## config.mk

```make
export PLATFORM = sky130hd
export DESIGN_NAME = alu16_seq
export DESIGN_NICKNAME = d
export VERILOG_FILES = /design/src/rtl/alu16_seq.sv
export SDC_FILE = /design/constraint.sdc
export NUM_CORES = 1
export LEC_CHECK = 0
export BUFFER_PORTS_ARGS = -buffer_cell sky130_fd_sc_hd__buf_4
export CORE_MARGIN = 2
export CORE_UTILIZATION = 35
export DETAILED_ROUTE_END_ITERATION = 10
export PLACE_DENSITY = 0.65
export SLEW_MARGIN = 0
export SYNTH_ARGS = -nofsm -noshare
export SYNTH_HDL_FRONTEND = slang
export SYNTH_SLANG_ARGS = --single-unit
export TNS_END_PERCENT = 50
```

## constraint.sdc

```tcl
create_clock -name clk -period 4.1 [get_ports clk]
set_clock_uncertainty 0.1 [all_clocks]
set_input_delay 0.205 -clock clk [delete_from_list [all_inputs] [get_ports clk]]
set_output_delay 0.205 -clock clk [all_outputs]
set_load 0.01 [all_outputs]
```

## src/rtl/alu16_seq.sv

```systemverilog
// alu16_seq: sequenced WIDTH-bit ALU with a start/busy/done handshake and registered results.
// Define ALU16_SEQ_MUL_EN to build the iterative unsigned MUL datapath and its RUN state.
module alu16_seq #(
  parameter int WIDTH = 16
) (
  input  logic             clk,
  input  logic             reset_n,
  input  logic             start,
  input  logic [2:0]       op,
  input  logic [WIDTH-1:0] alu_in_a,
  input  logic [WIDTH-1:0] alu_in_b,
  input  logic             c_in,
  input  logic             v_in,
  input  logic             h_in,
  output logic [WIDTH-1:0] alu_out,
  output logic             c_out,
  output logic             z_out,
  output logic             n_out,
  output logic             v_out,
  output logic             h_out,
  output logic             busy,
  output logic             done
);
  localparam int HALF = WIDTH / 2;

  localparam logic [2:0] OP_TST = 3'd0;
  localparam logic [2:0] OP_ADD = 3'd1;
  localparam logic [2:0] OP_SUB = 3'd2;
  localparam logic [2:0] OP_CMP = 3'd3;
  localparam logic [2:0] OP_SEX = 3'd4;
  localparam logic [2:0] OP_ADC = 3'd5;
  localparam logic [2:0] OP_SBC = 3'd6;
  localparam logic [2:0] OP_MUL = 3'd7;

  logic [WIDTH:0]   sum_s;
  logic [WIDTH-1:0] res_s;
  logic [WIDTH-1:0] flag_src_s;
  logic             c_s;
  logic             v_s;
  logic             z_s;
  logic             n_s;
  logic             carry_in_s;
  logic             issue_s;

  // Single-cycle result and flags, computed straight from the request inputs
  always_comb begin
    sum_s      = {1'b0, alu_in_a} + {1'b0, alu_in_b};
    res_s      = alu_in_a;
    flag_src_s = alu_in_a;
    c_s        = c_in;
    v_s        = v_in;
    carry_in_s = ((op == OP_ADC) || (op == OP_SBC)) ? c_in : 1'b0;
    case (op)
      OP_TST: begin
        v_s = 1'b0;
      end
      OP_ADD, OP_ADC: begin
        sum_s      = {1'b0, alu_in_a} + {1'b0, alu_in_b} + {{WIDTH{1'b0}}, carry_in_s};
        res_s      = sum_s[WIDTH-1:0];
        flag_src_s = sum_s[WIDTH-1:0];
        c_s        = sum_s[WIDTH];
        v_s        = (alu_in_a[WIDTH-1] == alu_in_b[WIDTH-1]) &&
                     (sum_s[WIDTH-1] != alu_in_a[WIDTH-1]);
      end
      OP_SUB, OP_SBC, OP_CMP: begin
        // bit WIDTH of the widened difference is the borrow
        sum_s      = {1'b0, alu_in_a} - {1'b0, alu_in_b} - {{WIDTH{1'b0}}, carry_in_s};
        res_s      = (op == OP_CMP) ? alu_in_a : sum_s[WIDTH-1:0];
        flag_src_s = sum_s[WIDTH-1:0];
        c_s        = sum_s[WIDTH];
        v_s        = (alu_in_a[WIDTH-1] != alu_in_b[WIDTH-1]) &&
                     (sum_s[WIDTH-1] != alu_in_a[WIDTH-1]);
      end
      OP_SEX: begin
        res_s      = {{HALF{alu_in_a[HALF-1]}}, alu_in_a[HALF-1:0]};
        flag_src_s = res_s;
      end
      OP_MUL: begin
        res_s      = alu_in_a;
        flag_src_s = alu_in_a;
      end
      default: begin
        res_s      = alu_in_a;
        flag_src_s = alu_in_a;
      end
    endcase
    z_s = (flag_src_s == {WIDTH{1'b0}});
    n_s = flag_src_s[WIDTH-1];
  end

`ifdef ALU16_SEQ_MUL_EN
  localparam int CW = $clog2(HALF + 1);

  typedef enum logic {
    IDLE = 1'b0,
    RUN  = 1'b1
  } state_t;

  state_t           state_r;
  state_t           state_s;
  logic [WIDTH-1:0] mcand_r;
  logic [WIDTH-1:0] acc_r;
  logic [WIDTH-1:0] acc_s;
  logic [HALF-1:0]  mplier_r;
  logic [CW-1:0]    cnt_r;
  logic             mul_v_r;
  logic             mul_h_r;
  logic             mul_go_s;
  logic             last_s;

  assign issue_s  = start && (state_r == IDLE) && (op != OP_MUL);
  assign mul_go_s = start && (state_r == IDLE) && (op == OP_MUL);
  assign last_s   = (state_r == RUN) && (cnt_r == CW'(1));
  assign acc_s    = acc_r + (mplier_r[0] ? mcand_r : {WIDTH{1'b0}});

  // State register
  always_ff @(posedge clk) begin
    if (!reset_n) begin
      state_r <= IDLE;
    end else begin
      state_r <= state_s;
    end
  end

  // Next-state logic
  always_comb begin
    state_s = state_r;
    case (state_r)
      IDLE: begin
        if (mul_go_s) begin
          state_s = RUN;
        end else begin
          state_s = IDLE;
        end
      end
      RUN: begin
        if (last_s) begin
          state_s = IDLE;
        end else begin
          state_s = RUN;
        end
      end
      default: begin
        state_s = IDLE;
      end
    endcase
  end
`else
  assign issue_s = start;
  assign busy    = 1'b0;
`endif

  // Result/flag registers, done pulse and the shift-add multiplier
  always_ff @(posedge clk) begin
    if (!reset_n) begin
      alu_out  <= {WIDTH{1'b0}};
      c_out    <= 1'b0;
      z_out    <= 1'b0;
      n_out    <= 1'b0;
      v_out    <= 1'b0;
      h_out    <= 1'b0;
      done     <= 1'b0;
`ifdef ALU16_SEQ_MUL_EN
      busy     <= 1'b0;
      mcand_r  <= {WIDTH{1'b0}};
      acc_r    <= {WIDTH{1'b0}};
      mplier_r <= {HALF{1'b0}};
      cnt_r    <= {CW{1'b0}};
      mul_v_r  <= 1'b0;
      mul_h_r  <= 1'b0;
`endif
    end else begin
      done <= 1'b0;
      if (issue_s) begin
        alu_out <= res_s;
        c_out   <= c_s;
        z_out   <= z_s;
        n_out   <= n_s;
        v_out   <= v_s;
        h_out   <= h_in;
        done    <= 1'b1;
      end
`ifdef ALU16_SEQ_MUL_EN
      else if (mul_go_s) begin
        mcand_r  <= {{HALF{1'b0}}, alu_in_a[HALF-1:0]};
        mplier_r <= alu_in_b[HALF-1:0];
        acc_r    <= {WIDTH{1'b0}};
        cnt_r    <= CW'(HALF);
        mul_v_r  <= v_in;
        mul_h_r  <= h_in;
        busy     <= 1'b1;
      end else if (state_r == RUN) begin
        acc_r    <= acc_s;
        mcand_r  <= {mcand_r[WIDTH-2:0], 1'b0};
        mplier_r <= {1'b0, mplier_r[HALF-1:1]};
        cnt_r    <= cnt_r - CW'(1);
        if (last_s) begin
          // N is left as it was; V and H come from the request
          alu_out <= acc_s;
          c_out   <= acc_s[HALF-1];
          z_out   <= (acc_s == {WIDTH{1'b0}});
          v_out   <= mul_v_r;
          h_out   <= mul_h_r;
          done    <= 1'b1;
          busy    <= 1'b0;
        end
      end
`endif
    end
  end

endmodule
```

# After elaboration in Yosys (flattened, before gate mapping)

Cells that the tools add are included.

Multiplexer cells: 7
Reduce and logical (&&, ||, !) cells: 7
$add $sub $neg: 4
Equality and inequality tests: 10

Operators by type and width:

| operator                                                         | count |
|---|---|
| 16-bit case mux with 3 select lines                              | 2 |
| 16-bit by 16-bit adder with 17-bit output                        | 1 |
| 17-bit by 1-bit adder with 17-bit output                         | 1 |
| 16-bit by 16-bit subtractor with 17-bit output                   | 1 |
| 17-bit by 1-bit subtractor with 17-bit output                    | 1 |
| 16-bit zero test                                                 | 1 |
| 16-bit two-way mux                                               | 1 |
| 3-bit == test (second input constant)                            | 3 |
| 3-bit by 2-bit == test with 1-bit output (second input constant) | 2 |
| 3-bit by 1-bit == test with 1-bit output (second input constant) | 1 |
| 3-bit zero test                                                  | 1 |
| 1-bit != test                                                    | 3 |
| 1-bit case mux with 3 select lines                               | 1 |
| 3-bit OR reduction                                               | 1 |
| 1-bit logical AND                                                | 2 |
| 1-bit two-way mux                                                | 2 |
| 1-bit case mux with 2 select lines                               | 1 |
| 2-bit OR reduction                                               | 1 |
| 1-bit == test                                                    | 1 |
| 1-bit logical OR                                                 | 1 |

Input bits: 41
Register bits: 22
Logic and storage cells: 35

# Longest topological paths before layout

Word-level depth: 7
Depth in mapped cells: 18
Depth with buffers taken out: 16

# Least setup slack after synthesis

No wires, ideal clock.

Kind: in2reg
Start: input port op[0]
End: register z_out
Data required time: 3916 ps
Path buffers: 2
Stages on the path: 18
Arrival: 3602 ps
Path slack: 314 ps
Path through: clkbuf_1 > nand2b_1 > clkbuf_1 > nand2_1 > nand3_1 > inv_1 > fa_1 > inv_1 > ha_1 > o21ai_0 > nand3_2 > nand4_2 > a211o_1 > a31o_2 > a21oi_2 > or3_1 > o41a_1 > o31ai_2

Longest elaborated chain between the ends: 6
Elaborated cells on any way between the ends: 14
Those cells by class: add/sub (2); eq/ne (6); mux (2); reduce/logical (4)

Ends and longest elaborated chain:

| element                                                                                                   | RTL line | text |
|---|---|---|
| start: declaration                                                                                        | 9        | `input logic [2:0] op,` |
| 3-bit == test                                                                                             | -        |  |
| 1-bit logical OR                                                                                          | 52       | `carry_in_s = ((op == OP_ADC) \|\| (op == OP_SBC)) ? c_in : 1'b0;` |
| 1-bit two-way mux                                                                                         | 52       |  |
| 17-bit by 1-bit subtractor with 17-bit output or 17-bit by 1-bit adder with 17-bit output (tied branches) | 67, 58   |  |
| 16-bit case mux with 3 select lines (*)                                                                   | 53       | `case (op)` |
| 16-bit zero test (*)                                                                                      | 87       | `z_s = (flag_src_s == {WIDTH{1'b0}});` |
| end signal: assignment                                                                                    | 177      | `z_out <= z_s;` |
| end: declaration                                                                                          | 17       | `output logic z_out,` |

Every way passes the cells marked *; elsewhere a longest branch is shown, timed or not.
A chain may end at the register's enable or synchronous reset.

# Worst setup path in the final report

Start: input port op[1]
End: register z_out

Same word-level chain as after synthesis.

==> summary.txt <==
RUN STATUS
-------------------------------------------------------------------------------------
Outcome                                                                  finished clean

TIMING
-------------------------------------------------------------------------------------
Final Hold Viols                                                                    0
Max Transition Viols Final                                                          0
Highest clock rate                                                            278 MHz
Setup TNS Final                                                                  0 ns
Tcrit/Tclk final                                                                0.876
Clock period minus final worst setup slack                                    3.59 ns
Slew at the pin closest to its max-slew limit                                 1.06 ns
Final Worst Setup Slack                                                      0.509 ns
Setup Viol. Count Final                                                             0
RSZ-0062 raised after global routing                                            false
Worst-case headroom to the max-slew limit                                       0.291

DRT
-------------------------------------------------------------------------------------
Routed length on met3                                                          700 um
Detailed Route WL                                                            10800 um
Routed vias/inst                                                                 5.66
Routed via count                                                                 3616
Routed metal-1 wire length                                                    4660 um
Antenna Nets Post-Route                                                             0
DRC violations left                                                                 0
Count of routing violations after the opening detailed-route iteration            171
Top sig layer                                                                    met4
Routed length per placed instance                                             16.9 um
Sum of met2 wire segment lengths after detailed routing                       5230 um
Length of the first detailed-routing pass in iterations                             5

WORST SETUP PATH
-------------------------------------------------------------------------------------
Slowest cell on crit path                                                sky130_fd_sc_hd__fa_1
Nature of the critical path endpoint                                         register
CP Cell Sequence                                                         buf_4, nand2b_1, nand2_1, nand3_1, inv_1, fa_1, inv_1, ha_1, o21ai_0, and3b_2, o21ai_0, a2111oi_0, nand3_1, nor4_1, nand4_1, a211o_1, o31ai_2
Arrival time at the worst endpoint                                            3.67 ns
WS Path Type                                                             input pin to register
Critical Path RT                                                              4.18 ns
Number of cells traversed by the worst register-to-register path                    3
Biggest fanout along the worst timing path                                          3
Crit path launch type                                                       input pin
Crit path largest cell delay                                                  0.54 ns

GRT
-------------------------------------------------------------------------------------
Initial antenna violation count                                                     0
GRT Total Usage                                                                 0.207
Largest net degree at the start of global routing                                  30
GR Overflow Total                                                                   0
Number of global-route vias before repair                                        3359
First-pass GRT wire length                                                   17100 um

CLOCK NETWORK
-------------------------------------------------------------------------------------
Quantity of hold-fixing buffers added after cts                                     0
Sink count of the clock tree                                                       22
Post-CTS sizing                                                                     0
Clock transition at the registers of the reported paths                       0.07 ns
TritonCTS clock tree                                                            built
Buffer count from post-CTS setup fixing                                             0
Library cell used as clock root buffer                                   sky130_fd_sc_hd__clkbuf_8
Clock buffers created by TritonCTS                                                  3
Latest clock arrival within the worst-skew pair                               0.26 ns
Max Root-Sink Buffers                                                               2
H-Tree Depth                                                                        1

RUN
-------------------------------------------------------------------------------------
Number of maximum-capacitance violations                                            0

YOSYS
-------------------------------------------------------------------------------------
Flip-flop and latch count after synthesis                                          22
Main flop type after synthesis                                           sky130_fd_sc_hd__dfxtp_1
Post-synth EDFFs                                                                    0
Top-area cell type share of the netlist area                                    0.167
Synthesized instance count                                                        456
Post-synthesis cell type count                                                     73
Fraction of the yosys area taken by sequential cells                            0.130
Yosys Warn Count                                                                    0
Mapped Nets                                                                       546
Synth top area cells                                                     sky130_fd_sc_hd__ha_1 17%, sky130_fd_sc_hd__dfxtp_1 13%, sky130_fd_sc_hd__inv_1 6.8%
Total standard cell area after synthesis                                  0.00338 mm2
Average cell area after synthesis                                            7.40 um2
Leading area contributor after synthesis                                 sky130_fd_sc_hd__ha_1
Fraction of registers with async set/reset                                          0

FINAL LAYOUT
-------------------------------------------------------------------------------------
Layout Cells excl Fill                                                            639
Syn-to-layout area delta                                                        18.9%
Number of diodes added for antenna fixing                                           0
Proportion of layout cells with a drive suffix above 1                          0.176
Number of nets in the layout                                                      602

FLOORPLAN
-------------------------------------------------------------------------------------
Std cell rows                                                                      35
Die Wd                                                                         102 um
Core area                                                                 0.00928 mm2
Y dimension of the die                                                         102 um
Total die area                                                             0.0104 mm2
I/O pin cnt                                                                        64
Initial Util                                                                    0.364

POWER
-------------------------------------------------------------------------------------
Highest ir drop seen on vdd                                                  0.108 mV
Static Leakage                                                                1.86 nW
Power density over the cells                                               238 mW/mm2

HOLD PATH
-------------------------------------------------------------------------------------
Path class of the lowest-slack min-delay path                            input pin to register
Cells on Worst Hold Path                                                            3

PLACEMENT
-------------------------------------------------------------------------------------
HPWL Detailed                                                                 8810 um
Worst setup slack after placement                                            0.309 ns
Post-Place Cells                                                                  636
Quantity of I/O buffers inserted on ports                                          62
Last weighted congestion value of the routability-driven placer                 0.880

stage by stage:
stage	util	hold slack (ns)	instance area, um2	power (W)
floorplan	-	0.240	3380	0.000644
global placement	0.428	0.348	3970	0.000819
detailed placement	0.428	0.367	3970	0.000826
CTS	0.432	0.104	4010	0.000957
global route	0.432	0.0956	4010	0.00104
finish	0.432	0.0971	4010	0.000957
registers in the layout, indices dropped and copies added, names as in the netlist:
name	flops
c_out	1
h_out	1
done	1
alu_out	16
v_out	1
n_out	1
z_out	1
cell usage after synthesis, drive strengths merged, types with 6 or more instances:
cell type and count:
o21ai 36, xnor2 12, nand3 18, a211oi 7, a21oi 41, clkbuf 13
nor3 7, nand2 23, inv 61, nor2 31, ha 45, nand2b 6
a21o 9, or3 9, xor2 7, dfxtp 22
logic make-up (layout without fill, tap and decap cells):
group                      Yosys count  in the layout  share of synthesized area
DFF                                 22             22                      0.130
and+or+nand+nor                    123            123                      0.189
other                                1              1                    0.00111
buffers and inverters               77            131                     0.0867
xor gates and xnor gates            19             19                     0.0493
muxes                                4              4                     0.0119
adders and majority gates           49             49                      0.191
AOI/OAI and AO/OA                  161            161                      0.341
cell usage in the layout, fill, tap and decap left out, types with 3 or more instances in the layout:
cell type,instances
sky130_fd_sc_hd__a211o_1,5
sky130_fd_sc_hd__nand4_1,3
sky130_fd_sc_hd__nand2b_1,4
sky130_fd_sc_hd__o221a_2,3
sky130_fd_sc_hd__nand2_1,23
sky130_fd_sc_hd__clkbuf_8,3
sky130_fd_sc_hd__o31ai_1,3
sky130_fd_sc_hd__or3_1,8
sky130_fd_sc_hd__xnor2_1,12
sky130_fd_sc_hd__nor4_1,5
sky130_fd_sc_hd__a22oi_1,4
sky130_fd_sc_hd__a21oi_1,39
sky130_fd_sc_hd__fa_1,4
sky130_fd_sc_hd__and3_1,5
sky130_fd_sc_hd__xor2_1,7
sky130_fd_sc_hd__ha_1,45
sky130_fd_sc_hd__nor2_1,31
sky130_fd_sc_hd__o21ai_0,35
sky130_fd_sc_hd__a31oi_1,4
sky130_fd_sc_hd__buf_4,66
sky130_fd_sc_hd__a211oi_1,7
sky130_fd_sc_hd__o21a_1,3
sky130_fd_sc_hd__a21o_1,9
sky130_fd_sc_hd__nor2b_1,5
sky130_fd_sc_hd__nor3_1,7
sky130_fd_sc_hd__and2_1,3
sky130_fd_sc_hd__a221oi_1,5
sky130_fd_sc_hd__dfxtp_1,22
sky130_fd_sc_hd__inv_1,61
sky130_fd_sc_hd__nand3_1,17
sky130_fd_sc_hd__mux2i_1,4
sky130_fd_sc_hd__a2111o_1,3
where the power goes:
part           internal [W]  leakage [nW]  switching (W)
Combinational      0.000246          1.66       0.000342
Sequential         0.000232         0.182     0.00000930
Clock             0.0000654        0.0216      0.0000615
critical path, delay by kind of cell:
family / cells / cell delay, ns
AOI/OAI and AO/OA: 5 / 1.31
adders and majority gates: 2 / 0.70
buffers and inverters: 3 / 0.22
and+or+nand+nor: 7 / 1.22
area by class of cell:
type / instances / area [um2]
fillers: 995 / 5270
multi-input cells: 357 / 2640
repair buffers: 66 / 495
flip-flops and latches: 22 / 440
inverters: 62 / 233
well taps: 129 / 161
clock buffers: 3 / 41.3
path summary, 6_finish.rpt:
check                                              from                       to  slack, ns
worst max-delay path                              op[1]       z_out$_SDFFE_PN0P_       0.51
worst min-delay path                               h_in       h_out$_SDFFE_PN0P_        0.1
worst max register to register       v_out$_SDFFE_PN0P_       v_out$_SDFFE_PN0P_       3.16
worst min register to register  alu_out[9]$_SDFFE_PN0P_  alu_out[9]$_SDFFE_PN0P_       0.37
routing by layer:
layer  up-vias  global-route usage
li1       1778                   -
met1      1659               0.273
met2       162               0.367
met3        17              0.0205
met4         0              0.0431
met5         -                   0
No activity file was read; power rests on OpenSTA's default activity.
